### src/rtl/median_ctrl_pkg.sv
// Shared types and width helpers for the median filter frame controller.
// Widths are derived from the frame geometry so every counter can hold its terminal value.
package median_ctrl_pkg;

    typedef enum logic [1:0] {
        ST_IDLE  = 2'd0,
        ST_FEED  = 2'd1,
        ST_DRAIN = 2'd2,
        ST_DONE  = 2'd3
    } state_t;

    // Bits needed to hold every value in 0..max_val inclusive.
    function automatic int cnt_width(input int max_val);
        return (max_val < 1) ? 1 : $clog2(max_val + 1);
    endfunction

    // The bypass geometry is the larger one, so it sizes the column counter.
    function automatic int out_col_width(input int col_num);
        return cnt_width(col_num);
    endfunction

    function automatic int out_num_width(input int col_num, input int row_num);
        return cnt_width(col_num * row_num);
    endfunction

endpackage

### src/rtl/median_pos_cnt.sv
// Output raster position tracker: counts accepted output pixels and reports
// column/row plus start-of-frame and end-of-line markers for the next pixel.
module median_pos_cnt
    import median_ctrl_pkg::*;
#(
    parameter int COL_W = 4,
    parameter int ROW_W = 4,
    parameter int CNT_W = 8
) (
    input  logic             sclk,
    input  logic             rst_n,
    input  logic [COL_W-1:0] out_col,
    input  logic             strobe,
    input  logic             clear,
    output logic [CNT_W-1:0] out_cnt,
    output logic [COL_W-1:0] col,
    output logic [ROW_W-1:0] row,
    output logic             sof,
    output logic             eol
);

    assign sof = (out_cnt == '0);
    assign eol = (col == out_col - 1'b1);

    // NOTE: sequential state uses non-blocking assignments so every register
    // samples the pre-edge values of its neighbours.
    always_ff @(posedge sclk) begin
        if (!rst_n || clear) begin
            out_cnt <= '0;
            col     <= '0;
            row     <= '0;
        end else if (strobe) begin
            out_cnt <= out_cnt + 1'b1;
            if (eol) begin
                col <= '0;
                row <= row + 1'b1;
            end else begin
                col <= col + 1'b1;
            end
        end
    end

endmodule

### src/rtl/median_filter_ctrl.sv
// Frame sequencer around the 3x3 median filter: paces a raster source into the
// filter, collects and tags its output, and reports frame completion or timeout.
module median_filter_ctrl
    import median_ctrl_pkg::*;
#(
    parameter int COL_NUM = 1024,
    parameter int ROW_NUM = 768,
    parameter int GAP     = 0,
    parameter int TIMEOUT = 4096
) (
    input  logic       sclk,
    input  logic       rst_n,
    input  logic       start,
    input  logic       bypass,
    input  logic [7:0] src_data,
    input  logic       src_valid,
    output logic       src_ready,
    output logic [7:0] flt_data,
    output logic       flt_flag,
    input  logic [7:0] flt_tx_data,
    input  logic       flt_po_flag,
    output logic [7:0] dst_data,
    output logic       dst_valid,
    output logic       dst_sof,
    output logic       dst_eol,
    output logic       busy,
    output logic       done,
    output logic       err
);

    localparam int PIX_NUM = COL_NUM * ROW_NUM;
    localparam int CNT_W   = out_num_width(COL_NUM, ROW_NUM);
    localparam int COL_W   = out_col_width(COL_NUM);
    localparam int ROW_W   = cnt_width(ROW_NUM);
    localparam int TO_W    = cnt_width(TIMEOUT);

    localparam logic [CNT_W-1:0] PIX_END  = CNT_W'(PIX_NUM);
    localparam logic [CNT_W-1:0] PIX_LAST = CNT_W'(PIX_NUM - 1);
    localparam logic [CNT_W-1:0] FLT_NUM  = CNT_W'((COL_NUM - 2) * (ROW_NUM - 2));
    localparam logic [COL_W-1:0] FLT_COL  = COL_W'(COL_NUM - 2);
    localparam logic [COL_W-1:0] BYP_COL  = COL_W'(COL_NUM);
    localparam logic [ROW_W-1:0] FLT_ROW  = ROW_W'(ROW_NUM - 2);
    localparam logic [ROW_W-1:0] BYP_ROW  = ROW_W'(ROW_NUM);
    localparam logic [TO_W-1:0]  TO_LAST  = TO_W'(TIMEOUT - 1);
    localparam logic [7:0]       GAP_LD   = 8'(GAP);

    state_t           state_q, state_d;
    logic             bypass_q;
    logic             err_q;
    logic [CNT_W-1:0] in_cnt_q;
    logic [7:0]       gap_q;
    logic [TO_W-1:0]  to_q;
    logic             to_hit;

    logic [COL_W-1:0] out_col;
    logic [ROW_W-1:0] out_row;
    logic [CNT_W-1:0] out_num;
    logic [CNT_W-1:0] out_cnt;
    logic [COL_W-1:0] pos_col;
    logic [ROW_W-1:0] pos_row;
    logic             pos_sof;
    logic             pos_eol;
    logic             pos_clear;
    logic             out_full;
    logic             xfer;
    logic             out_strobe;

    assign out_col = bypass_q ? BYP_COL : FLT_COL;
    assign out_row = bypass_q ? BYP_ROW : FLT_ROW;
    assign out_num = bypass_q ? PIX_END : FLT_NUM;

    assign src_ready = (state_q == ST_FEED) && (gap_q == 8'd0) && (in_cnt_q != PIX_END);
    assign xfer      = src_valid && src_ready;
    // Row and pixel count reach their ends together; requiring both guards the geometry.
    assign out_full  = (out_cnt == out_num) && (pos_row == out_row);

    assign out_strobe = (state_q inside {ST_FEED, ST_DRAIN}) && !out_full
                        && (bypass_q ? xfer : flt_po_flag);
    assign pos_clear  = (state_q == ST_IDLE) && start;

    assign busy = (state_q != ST_IDLE);
    assign done = (state_q == ST_DONE);
    assign err  = done && err_q;

    median_pos_cnt #(
        .COL_W (COL_W),
        .ROW_W (ROW_W),
        .CNT_W (CNT_W)
    ) u_pos_cnt (
        .sclk    (sclk),
        .rst_n   (rst_n),
        .out_col (out_col),
        .strobe  (out_strobe),
        .clear   (pos_clear),
        .out_cnt (out_cnt),
        .col     (pos_col),
        .row     (pos_row),
        .sof     (pos_sof),
        .eol     (pos_eol)
    );

    // NOTE: every signal driven here gets a default first, so no path leaves
    // it unassigned and no latch is inferred.
    always_comb begin
        state_d = state_q;
        to_hit  = 1'b0;
        unique case (state_q)
            ST_IDLE: begin
                if (start) state_d = ST_FEED;
            end
            ST_FEED: begin
                if (xfer && (in_cnt_q == PIX_LAST)) state_d = ST_DRAIN;
            end
            ST_DRAIN: begin
                if (out_full) begin
                    state_d = ST_DONE;
                end else if (!out_strobe && (to_q == TO_LAST)) begin
                    to_hit  = 1'b1;
                    state_d = ST_DONE;
                end
            end
            ST_DONE: begin
                state_d = ST_IDLE;
            end
            default: state_d = ST_IDLE;
        endcase
    end

    always_ff @(posedge sclk) begin
        if (!rst_n) begin
            state_q   <= ST_IDLE;
            bypass_q  <= 1'b0;
            err_q     <= 1'b0;
            in_cnt_q  <= '0;
            gap_q     <= '0;
            to_q      <= '0;
            flt_data  <= '0;
            flt_flag  <= 1'b0;
            dst_data  <= '0;
            dst_valid <= 1'b0;
            dst_sof   <= 1'b0;
            dst_eol   <= 1'b0;
        end else begin
            state_q <= state_d;

            // The filter is fed in bypass mode too so its line buffers stay primed.
            flt_flag <= xfer;
            if (xfer) flt_data <= src_data;

            dst_valid <= out_strobe;
            dst_sof   <= out_strobe && pos_sof;
            dst_eol   <= out_strobe && pos_eol;
            if (out_strobe) dst_data <= bypass_q ? src_data : flt_tx_data;

            unique case (state_q)
                ST_IDLE: begin
                    if (start) begin
                        bypass_q <= bypass;
                        err_q    <= 1'b0;
                        in_cnt_q <= '0;
                        gap_q    <= '0;
                        to_q     <= '0;
                    end
                end
                ST_FEED: begin
                    to_q <= '0;
                    if (xfer) begin
                        in_cnt_q <= in_cnt_q + 1'b1;
                        gap_q    <= GAP_LD;
                    end else if (gap_q != 8'd0) begin
                        gap_q <= gap_q - 8'd1;
                    end
                end
                ST_DRAIN: begin
                    to_q <= out_strobe ? '0 : to_q + 1'b1;
                    if (to_hit) err_q <= 1'b1;
                end
                default: ;
            endcase
        end
    end

endmodule

### config.mk
export PLATFORM = sky130hd
export DESIGN_NAME = median_filter_ctrl
export DESIGN_NICKNAME = d
export VERILOG_FILES = /design/src/rtl/median_ctrl_pkg.sv /design/src/rtl/median_pos_cnt.sv /design/src/rtl/median_filter_ctrl.sv
export SDC_FILE = /design/constraint.sdc
export NUM_CORES = 1
export LEC_CHECK = 0
export CAP_MARGIN = 20
export CORE_ASPECT_RATIO = 0.5
export CORE_MARGIN = 8
export CORE_UTILIZATION = 30
export CTS_CLUSTER_DIAMETER = 200
export DETAILED_ROUTE_END_ITERATION = 10
export PLACE_DENSITY = 0.48
export SETUP_SLACK_MARGIN = 0.3
export SYNTH_ARGS = -nofsm -noshare
export SYNTH_HDL_FRONTEND = slang
export SYNTH_SLANG_ARGS = --single-unit
export TNS_END_PERCENT = 30
### constraint.sdc
create_clock -name sclk -period 3.2 [get_ports sclk]
set_input_delay 0.64 -clock sclk [delete_from_list [all_inputs] [get_ports sclk]]
set_output_delay 0.64 -clock sclk [all_outputs]
set_load 0.02 [all_outputs]
After elaboration in Yosys (flattened, before gate mapping)
Cells that the tools add are included.
Widths: inputs -> output; s select.

word-level totals
  bits in registers = 106
  input port bits = 22
  output and inout bits = 24
  word-level logic and storage cells = 96

operators by class
  $add $sub $neg = 7
  equality and inequality tests = 15
  multiplexer cells = 27
  reduce and logical (&&, ||, !) cells = 32

operators by type and width
  operator               count
  $add 20x1->20 const B  2
  $mux 20                2
  $pmux 20 s2            1
  $pmux 13 s3            1
  $mux 8                 4
  $mux 13                2
  $mux 11                2
  $eq 20x20->1           1
  $eq 20x20->1 const B   1
  $logic_not 20->1       1
  $ne 20x20->1 const B   1
  $mux 19                1
  $pmux 8 s2             1
  $add 13x1->13 const B  1
  $eq 13x12->1 const B   1
  $logic_and 1x1->1      12
  $reduce_and 3->1       4
  $add 11x1->11 const B  1
  $eq 11x11->1           1
  $sub 11x1->11 const B  1
  $add 10x1->10 const B  1
  $eq 10x10->1           1
  $mux 9                 1
  $logic_not 8->1        1
  other kinds (17)       36

Depth between registers and ports, before layout
Gate-level depths: netlist of run 1.

  word-level depth = 13
  mapped depth = 11
  depth with buffers taken out = 8

Hierarchy
Synthesis of run 1 repeated with hierarchy kept, for this count alone.

second synthesis, totals
  cell total of the unflattened synthesis = 692
  area, all modules = 5925.7 µm²

modules (own cells, without submodules)
  module              times used  cells an instance  area an instance (µm²)  seq. area each (µm²)
  median_filter_ctrl  1           400                3442.1                  1301.2
  median_pos_cnt      1           292                2483.6                  820.8

Worst setup path after synthesis of run 1
No wires, ideal clock.

  kind = register to register
  from = register in_cnt_q[0]
  to = register u_pos_cnt.row[9]
  setup time = 0.132 ns
  arrival = 2.155 ns
  required time = 3.068 ns
  setup slack = 0.913 ns
  stages on the path, launching flop included = 11
  path buffers = 2
  period minus slack after synthesis = 2.287 ns
  path through = dfxtp_1 inv_1 ha_1 nor4b_1 and4b_1 a41oi_1 nand3_2 buf_6 buf_2 o41ai_1 a21oi_1

on the way
  longest elaborated chain between the ends = 6

ends and longest elaborated chain
  element                            line                       source
  from (decl)                        median_filter_ctrl.sv:50   logic [CNT_W-1:0] in_cnt_q;
  from (signal assigned)             median_filter_ctrl.sv:168  in_cnt_q <= in_cnt_q + 1'b1;
  $ne 20x20->1                       median_filter_ctrl.sv:72   assign src_ready = (state_q == ST_FEED) && (gap_q == 8'd0) && (in_cnt_q != PIX_END);
  $logic_and 1x1->1                  median_filter_ctrl.sv:72
  $logic_and 1x1->1                  median_filter_ctrl.sv:73   assign xfer = src_valid && src_ready;
  $mux 1                             median_filter_ctrl.sv:78   && (bypass_q ? xfer : flt_po_flag);
  $logic_and 1x1->1                  median_filter_ctrl.sv:78
  $reduce_and 2->1 (no source line)  n/a
  to (signal assigned)               median_pos_cnt.sv:36       row <= row + 1'b1;
  to (decl)                          median_pos_cnt.sv:17       output logic [ROW_W-1:0] row,

No other way between the ends.
A chain may end at the register's enable or synchronous reset.

Final worst setup path of run 1
  from = register in_cnt_q[6]
  to = output src_ready

on the way
  longest elaborated chain between the ends = 2

ends and longest elaborated chain
  element            line                      source
  $ne 20x20->1       median_filter_ctrl.sv:72
  $logic_and 1x1->1  median_filter_ctrl.sv:72
  to (decl)          median_filter_ctrl.sv:17  output logic src_ready,

No other way between the ends.

==> out/qor.txt, run 1 <==
Port Buffers: 45
Max FO, Critical Path: 9
Synthesis-to-layout area growth: 20.0%
Number of nets produced by synthesis: 701
Core Box Area: 18300 um2
Maximum frequency from static timing analysis: 0.358 GHz
Max capacitance violation total: 0
Tightest Pin Transition: 0.870 ns
Shortest period the worst path allows: 2.79 ns
RSZ-0062 raised after global routing: false
Sequential fraction of the synthesis area: 38.3%
Clock tree from TritonCTS: yes
Effective utilization at floorplan: 30.4%
Wire length of the first global-routing pass: 24000 um
Count of flip-flops with a built-in enable after synthesis: 0
Maximum number of pins on one net before global-route repair: 64
Top FF cell, synth: dfxtp_1
Maximum buffer depth of the clock tree: 2
Final net count: 743
Cell chain of the critical path: nor4_1, nand4_1, nor2_4, nor2_1, clkdlybuf4s50_1
Die ar.: 23400 um2
Chip Width: 208 um
Synthesized area per cell: 8.34 um2
CP required: 2.56 ns
Wirelength, routed: 14400 um
Number of warnings printed during yosys synthesis: 0
IR drop worst, VDD: 0.000356 V
Category of the worst setup path launch point: flip-flop
Portion of the clock cycle consumed by the worst path in the final layout: 87.2%
Total of hold buffers inserted after clock tree synthesis: 0
Antenna violations before repair: 0
CP max stage delay: 0.54 ns
Clock latency at the later pin of the worst-skew pair: 0.36 ns
Yosys reg bits: 106
Via-per-instance ratio: 5.16
Count of cell types in the netlist: 61
Global placer's final weighted congestion: 0.758
Power density cells: 656 nW/um2
Met1 wire length: 7420 um
Clock transition at the registers of the reported paths: 0.08 ns
Type of the worst min-delay path: reg -> reg
Smallest setup slack after layout: 0.409 ns
First-pass detailed-route iteration total: 4
Worst clock skew: 0.0132 ns
Combined area of all synthesized cells: 5550 um2
Layout cells sized above 1: 8.57%
Number of global-route vias before repair: 4722
Max transition margin: 42.0%
Global-route usage over all layers: 12.2%
Final max-slew violation count: 0
Number of placed I/O pins: 46
Antenna-violating nets left: 0
Clock buffers created by TritonCTS: 9
Critical path class: reg -> out
Number of filler cells placed in the layout: 1869
Initial drt markers: 245
Most common cell after layout, fill and taps aside: dfxtp_1
Dpl ws: 0.375 ns
Number of sinks handled by clock tree synthesis: 106
Count of mapped cells out of synthesis: 665
Setup violators final: 0
Data arrival time of the critical path: 2.15 ns
Clk Tree Root Cell: clkbuf_16
Total via count after detailed routing: 4913
Final hold violations: 0
Deepest level of the CTS H-tree: 3
Critical path's slowest cell: clkdlybuf4s50_1
Residual DRC: 0
Met3 wire length: 316 um
Antenna diode instance count: 0
Average wire length per cell after detail routing: 15.1 um
FP Rows: 35
Chip height: 112 um
Status: finished clean
Highest routed metal layer: met4
Setup_tns: 0 ns
Async set or reset register ratio after synthesis: 0%
Most used cells in the layout excluding fill and tap cells: dfxtp_1 (105), nor2_1 (80), nand2_1 (59)
Critical path endpoint category: primary output
Global-route congestion overflow total: 0
Met2 WL post-DR: 6580 um
Placed wire-length estimate after detailed placement: 9990 um
Pleak: 2.18 nW
[synthesized netlist by cell type, drive strengths merged, types with 5 or more instances]
library cell / count / area share [%]
a211oi: 14 / 2.0
a21oi: 49 / 4.5
a31o: 5 / 0.79
a31oi: 5 / 0.56
and2: 7 / 0.79
and3: 13 / 1.5
and4: 5 / 0.79
buf: 10 / 1.1
clkbuf: 24 / 1.7
dfxtp: 106 / 38
ha: 14 / 3.2
inv: 19 / 1.3
mux2i: 23 / 4.2
nand2: 59 / 4.0
nand3: 32 / 3.0
nand4: 23 / 2.6
nand4b: 5 / 0.79
nor2: 81 / 5.5
nor3: 9 / 0.90
nor4: 21 / 2.6
nor4b: 5 / 0.79
o21ai: 29 / 2.7
o31ai: 11 / 1.5
or3: 16 / 1.8
or4: 14 / 2.0
xnor2: 20 / 3.2
xor2: 7 / 1.1
[what timing repair did]
| item | 4_1_cts | 5_1_grt |
|---|---|---|
| gates resized for setup | 3 | 3 |
| buffers inserted | 0 | 0 |
| setup endpoints to repair | 1 | 1 |
| pin swaps | 0 | 0 |
[critical path: cells and delay by family (launching register included)]
kind | cells | cell delay [ns]
buffers and inverters | 1 | 0.54
DFF | 1 | 0.42
and+or+nand+nor | 4 | 0.85
[metrics by stage]
stage / utilization [%] / std cells / area, um2 / hold WS, ns / total power, mW
CTS: 36.3 / 951 / 6630 / 0.476 / 4.42
floorplan: - / 665 / 5550 / 0.442 / 2.66
detailed placement: 34.6 / 935 / 6310 / 0.465 / 3.22
global route: 36.4 / 952 / 6650 / 0.491 / 4.63
finish: 36.4 / 952 / 6650 / 0.474 / 4.36
global placement: 34.6 / 935 / 6310 / 0.455 / 3.21
[where the power goes]
group,leakage (nW),switching (mW),internal (mW)
logic,1.18,1.02,0.638
registers,0.857,0.0978,1.44
clock network,0.145,0.554,0.620
[path summary, 6_finish.rpt]
check | to | startpoint | cells past startpoint | slack, ns
min | err_q | err_q | 2 | 0.47
min reg2reg | err_q | err_q | 2 | 0.47
max reg2reg | u_pos_cnt.out_cnt[11] | in_cnt_q[0] | 9 | 0.63
max | src_ready | in_cnt_q[6] | 5 | 0.41
[flip-flops by register name (all words and copies together) (netlist names), 2 cells and up]
name and flops:
in_cnt_q 20, u_pos_cnt.out_cnt 20, to_q 13, u_pos_cnt.col 11, u_pos_cnt.row 10, dst_data 8, flt_data 8, gap_q 8
state_q 2
[metal layers]
metal	global-route usage, %	vias to the layer above
met5	0	-
met4	3.06	0
met3	2.50	4
met2	19.7	54
met1	16.4	2333
li1	-	2522
[area by class of cell]
| type | count | area [um2] | area share (%) |
|---|---|---|---|
| multi-input combinational | 506 | 3230 | 48.6 |
| sequential | 106 | 2120 | 31.9 |
| timing repair buffer | 65 | 623 | 9.37 |
| tap | 240 | 300 | 4.51 |
| clock buffer | 10 | 229 | 3.44 |
| clock inverter | 6 | 75.1 | 1.13 |
| inverter | 19 | 71.3 | 1.07 |
[cells by family (layout without fill, tap and decap cells)]
logic type	count (synthesis)	in the layout	synth area share (%)
adder cells (fa/ha/maj)	14	14	3.16
AO/OA/AOI/OAI	131	131	16.1
XOR/XNOR	27	27	4.26
flip-flops	106	106	38.3
buffers and inverters	53	100	4.06
multiplexers	25	25	4.56
AND/OR/NAND/NOR	309	309	29.6
No activity file was read; power rests on OpenSTA's default activity.
==> run 2, diff against run 1 <==
- ABC_AREA: default -> 1
- CORE_UTILIZATION: 30 -> 59
- PLACE_DENSITY: 0.48 -> 0.82
==> run 2 against run 1 <==
Net effect: via count increased by 12%; maximum frequency increased by 4.3%; sequential cell count unchanged; first-iteration DRC count increased by 91%; combinational power increased by 5%; critical path type unchanged; critical endpoint unchanged; largest cell class unchanged; largest power group unchanged; highest routed layer unchanged.
==> out/qor.txt, run 2 <==
IR drop worst, VDD: 0.000348 V
Deepest level of the CTS H-tree: 3
Critical path endpoint category: primary output
Yosys reg bits: 106
Final hold violations: 0
Combined area of all synthesized cells: 5710 um2
Placed wire-length estimate after detailed placement: 10100 um
Final max-slew violation count: 0
Setup_tns: 0 ns
Clock transition at the registers of the reported paths: 0.07 ns
Most instantiated cells after synthesis: nand2_1 (197), nor2_1 (107), dfxtp_1 (106)
Layout cells sized above 1: 6.54%
Chip Width: 155 um
Category of the worst setup path launch point: flip-flop
Synth top area share: 37.2%
Count of mapped cells out of synthesis: 837
Total power of the final layout: 4.55 mW
DP Area: 6270 um2
Tightest Pin Transition: 0.621 ns
Regs by FF count: in_cnt_q (20), u_pos_cnt.out_cnt (20), to_q (13)
Portion of the clock cycle consumed by the worst path in the final layout: 83.6%
Clock latency at the later pin of the worst-skew pair: 0.35 ns
CP required: 2.56 ns
Number of sinks handled by clock tree synthesis: 106
Die ar.: 13300 um2
Library cell with the highest instance count after synthesis: nand2_1
Number of warnings printed during yosys synthesis: 0
Type of the worst min-delay path: reg -> reg
Clock buffers created by TritonCTS: 9
CP max stage delay: 0.36 ns
Most common cell after layout, fill and taps aside: nand2_1
First-pass detailed-route iteration total: 5
Cell type group with the largest total delay on the critical path: buffers and inverters
Count of cell types in the netlist: 39
Status: finished clean
Max capacitance violation total: 0
Cell chain of the critical path: inv_1, ha_2, inv_2, nor3_2, nand2_1, clkinv_1, dlygate4sd2_1
RSZ-0062 raised after global routing: false
Number of nets produced by synthesis: 873
Maximum frequency from static timing analysis: 0.374 GHz
Maximum number of pins on one net before global-route repair: 25
Max FO, Critical Path: 9
Chip height: 85.5 um
Via-per-instance ratio: 5.39
Largest cells by area after synthesis: dfxtp_1 (37%), nand2_1 (13%), nor2_1 (7.0%), a21oi_1 (6.1%), inv_1 (5.5%)
Setup violators final: 0
Residual DRC: 0
FP Rows: 25
Effective utilization at floorplan: 60.6%
Top FF cell, synth: dfxtp_1
Max transition margin: 58.6%
Synthesis-to-layout area growth: 15.9%
Count of flip-flops with a built-in enable after synthesis: 0
Total non-filler cell area in the finished layout: 6620 um2
Number of filler cells placed in the layout: 813
Number of placed I/O pins: 46
Tightest hold margin: 0.474 ns
Worst-case register-to-register setup slack: 0.63 ns
Sequential fraction of the synthesis area: 37.2%
Global placer's final weighted congestion: 0.940
Antenna diode instance count: 0
Wirelength, routed: 13900 um
Initial drt markers: 469
Wire length of the first global-routing pass: 23700 um
Storage cell area: 2120 um2
Dpl ws: 0.466 ns
Clock tree from TritonCTS: yes
Antenna-violating nets left: 0
Number of global-route vias before repair: 5207
Global-route usage over all layers: 21.6%
Data arrival time of the critical path: 2.04 ns
Synthesized area per cell: 6.82 um2
Smallest setup slack after layout: 0.524 ns
Total via count after detailed routing: 5505
Pleak: 2.43 nW
Area used by multi-input combinational logic: 3120 um2
Clk Tree Root Cell: clkbuf_16
Maximum buffer depth of the clock tree: 2
Antenna violations before repair: 0
Average wire length per cell after detail routing: 13.6 um
Cell taking the most area after synthesis: dfxtp_1
Port Buffers: 45
Shortest period the worst path allows: 2.68 ns
Final net count: 918
Async set or reset register ratio after synthesis: 0%
Worst clock skew: 0.0102 ns
Most used cells in the layout excluding fill and tap cells: nand2_1 (197), nor2_1 (107), dfxtp_1 (106)
Critical path's slowest cell: dlygate4sd2_1
Power density cells: 688 nW/um2
Core Box Area: 9420 um2
Critical path class: reg -> out
WP buf/inv: 4
Global-route congestion overflow total: 0
## run 2: cell count changes in the layout (fill, tap and decap cells not counted), moves of 13 or more
cell     before  now
a21oi_1      48   69
inv_1        19   83
mux2i_1      22    0
nand2_1      59  197
nand3_1      31   55
nor2_1       80  107
nor3_1        8   36
nor4_1       19    4
or3_1        16    0
or4_1        13    0
xor2_1        7   29
## run 2: cell families (layout without fill, tap and decap cells)
kind of cell    Yosys count  after routing  share of synthesized area [%]
flops                   106            106                           37.2
xor+xnor                 37             37                           5.68
buf+inv                 112            162                           8.18
simple gates            450            450                           34.9
compound gates          118            118                           11.0
fa+ha+maj                14             14                           3.07
## run 2: timing repair
action                     in CTS  in global routing
gates resized for setup         2                  0
hold endpoints to repair        0                  0
setup endpoints to repair       1                  0
hold buffers                    0                  0
setup buffers                   0                  0
## run 2: final timing paths
check | start | endpoint | cells past startpoint
max | state_q[1] | src_ready | 7
min | flt_data[1] | flt_data[1] | 2
max reg2reg | state_q[1] | in_cnt_q[7] | 11
min reg2reg | flt_data[1] | flt_data[1] | 2
## run 2: power by group
part	internal (mW)	switching (mW)
registers	1.47	0.120
logic	0.582	1.14
clock network	0.748	0.482
## run 2: tightest hold or removal path: cells and delay by family (launching register included)
kind / cells / cell delay (ns)
AOI/OAI and AO/OA: 1 / 0.05
and+or+nand+nor: 1 / 0.06
DFF: 1 / 0.32
## run 2: routing by layer
| metal | track usage, % | vias to the layer above | share of wire, % |
|---|---|---|---|
| li1 | - | 2819 | - |
| met1 | 26.6 | 2513 | 46 |
| met2 | 37.2 | 152 | 48 |
| met3 | 4.26 | 21 | 4.8 |
| met4 | 7.41 | 0 | 1.6 |
| met5 | 0 | - | 0 |
## run 2: metrics by stage
stage                     util (%)  std cells
after floorplan                  -        837
after global placement        66.6       1006
after detailed placement      66.6       1006
after CTS                     70.3       1022
after global routing          70.3       1022
final                         70.3       1022
## run 2: layout make-up
type | count | area share [%]
clock buffers | 12 | 4.03
multi-input cells | 619 | 47.2
repair buffers | 54 | 7.81
flip-flops and latches | 106 | 32.1
well taps | 135 | 2.55
clock inverters | 4 | 1.10
inverters | 92 | 5.26
==> run 3, diff against run 2 <==
- CORE_UTILIZATION: 59 -> 53
- PLACE_DENSITY: 0.82 -> 0.78
- clock period: 3.2 -> 2.3 ns (I/O delays scaled with it)
==> run 3 against run 2 <==
Net effect: wire length up 2.8%; utilization down 2.2 points; sequential share of layout area down 1.7 points; largest power group unchanged; clock power up 35%; count of clock-buffer cells in the layout up 1; combinational power up 75%.
==> out/qor.txt, run 3 (same netlist as run 2, synthesis figures left out) <==
Status: finished clean
Max transition margin: 66.4%
Total number of cells along the worst setup path: 13
Initial drt markers: 397
Die ar.: 14500 um2
Portion of the clock cycle consumed by the worst path in the final layout: 85.6%
Tightest Pin Transition: 0.502 ns
Final non-filler cell total: 1048
Power density cells: 981 nW/um2
Total of hold buffers inserted after clock tree synthesis: 0
Critical path class: reg -> reg
Clk Tree Root Cell: clkbuf_16
Antenna-violating nets left: 0
Maximum buffer depth of the clock tree: 2
Residual DRC: 0
Global placer's final weighted congestion: 0.965
Smallest setup slack after layout: 0.332 ns
Dpl ws: 0.0823 ns
Number of global-route vias before repair: 5031
Reg-to-Reg Start: u_pos_cnt.out_cnt[0]
Total non-filler cell area in the finished layout: 7040 um2
Endpoint of the lowest-slack register-to-register path: dst_data[6]
Maximum number of pins on one net before global-route repair: 26
Switching part of the total: 38.4%
Number of cells on the worst hold path: 1
Data arrival time of the critical path: 2.24 ns
Number of cells after detailed placement: 1022
Antenna violations before repair: 0
Portion of total power attributed to combinational logic: 43.7%
Maximum frequency from static timing analysis: 0.508 GHz
Cell type group with the largest total delay on the critical path: simple AND/OR/NAND/NOR gates
Total power of the final layout: 6.90 mW
Effective utilization at floorplan: 55.2%
CP required: 2.57 ns
First-pass detailed-route iteration total: 7
Tightest hold margin: 0.460 ns
Placed wire-length estimate after detailed placement: 10300 um
Deepest level of the CTS H-tree: 3
IR drop worst, VDD: 0.000574 V
Core Box Area: 10300 um2
Port Buffers: 45
Critical path's slowest cell: dfxtp_4
Wirelength, routed: 14300 um
End of the critical path: dst_data[6]
Start point of the critical path: u_pos_cnt.out_cnt[0]
Antenna diode instance count: 0
Clock transition at the registers of the reported paths: 0.07 ns
Max FO, Critical Path: 9
Category of the worst setup path launch point: flip-flop
Type of the worst min-delay path: reg -> reg
Final hold violations: 0
Layout cells sized above 1: 12.8%
Clock latency at the later pin of the worst-skew pair: 0.34 ns
Cells on worst reg2reg path: 13
Global-route usage over all layers: 19.4%
Global-route congestion overflow total: 0
Via-per-instance ratio: 5.36
Most used cells in the layout excluding fill and tap cells: nand2_1 (195), nor2_1 (98), dfxtp_1 (97)
Average wire length per cell after detail routing: 13.7 um
Clock buffers created by TritonCTS: 9
Reported net switching power: 2.65 mW
Synthesis-to-layout area growth: 23.4%
Shortest period the worst path allows: 1.97 ns
Part of the power in the clock network: 24.0%
Number of placed I/O pins: 46
Setup violators final: 0
P_int: 4.25 mW
Final net count: 940
RSZ-0062 raised after global routing: true
Chip height: 89.4 um
Critical path endpoint category: flip-flop
Total via count after detailed routing: 5614
Number of filler cells placed in the layout: 880
WP buf/inv: 4
Most common cell after layout, fill and taps aside: nand2_1
Sequential share of power: 32.3%
Cell chain of the critical path: inv_4, ha_4, nand3_1, nor2_1, nand2_1, nor2_1, nand3_2, nand2_4, nor2_8, buf_8, buf_4, buf_4, a31oi_1
Regs by FF count: in_cnt_q (20), u_pos_cnt.out_cnt (20), to_q (13)
Pleak: 2.58 nW
Chip Width: 163 um
Final max-slew violation count: 0
CP max stage delay: 0.37 ns
DP Area: 6360 um2
Share of the core filled with cells: 68.1%
Clock tree from TritonCTS: yes
Max capacitance violation total: 0
Setup_tns: 0 ns
Wire length of the first global-routing pass: 23400 um
FP Rows: 26
Worst clock skew: 0.00872 ns
Worst-case register-to-register setup slack: 0.33 ns
Number of sinks handled by clock tree synthesis: 106
==> run 3: cell count changes in the layout (fill, tap and decap cells not counted), moves of 4 or more <==
cell,change
dfxtp_2,+6
nand2_4,+4
nor2_1,-9
nor2_2,+4
nor2_4,+5
inv_1,-7
o21ai_0,-4
buf_4,+15
dfxtp_1,-9
inv_2,+5
==> run 3: how the worst min path moves through the flow <==
stage,from,endpoint
floorplan,err_q,err_q
global placement,err_q,err_q
detailed placement,flt_data[4],flt_data[4]
CTS,err_q,err_q
global route,err_q,err_q
finish,in_cnt_q[0],in_cnt_q[0]
==> run 3: power by group through the flow <==
stage | Combinational [mW] | Sequential [mW] | Clock [mW]
floorplan | 1.64 | 2.31 | 0
global placement | 2.44 | 2.23 | 0
detailed placement | 2.49 | 2.24 | 0
CTS | 2.57 | 2.20 | 1.68
global route | 3.30 | 2.25 | 1.77
finish | 3.02 | 2.23 | 1.66
==> run 3: routing by layer <==
layer	up-vias	share of wire, %	GRT usage (%)
li1	2869	-	-
met1	2604	46	24.5
met2	123	49	33.3
met3	18	4.1	4.18
met4	0	1.3	5.37
met5	-	0	0
==> run 3: final cells by class <==
class / count / area [um2] / share of cell area, %
clock buffers: 13 / 260 / 3.70
clock inverters: 2 / 60.1 / 0.853
inverters: 92 / 355 / 5.05
multi-input cells: 621 / 3330 / 47.3
flip-flops and latches: 106 / 2140 / 30.4
well taps: 140 / 175 / 2.49
repair buffers: 74 / 716 / 10.2
==> run 3: what timing repair did <==
item | in CTS | in global routing
endpoints found under the setup margin | 80 | 93
pin swaps | 2 | 14
cloned | 0 | 2
gates resized for setup | 15 | 74
buffers inserted | 2 | 7
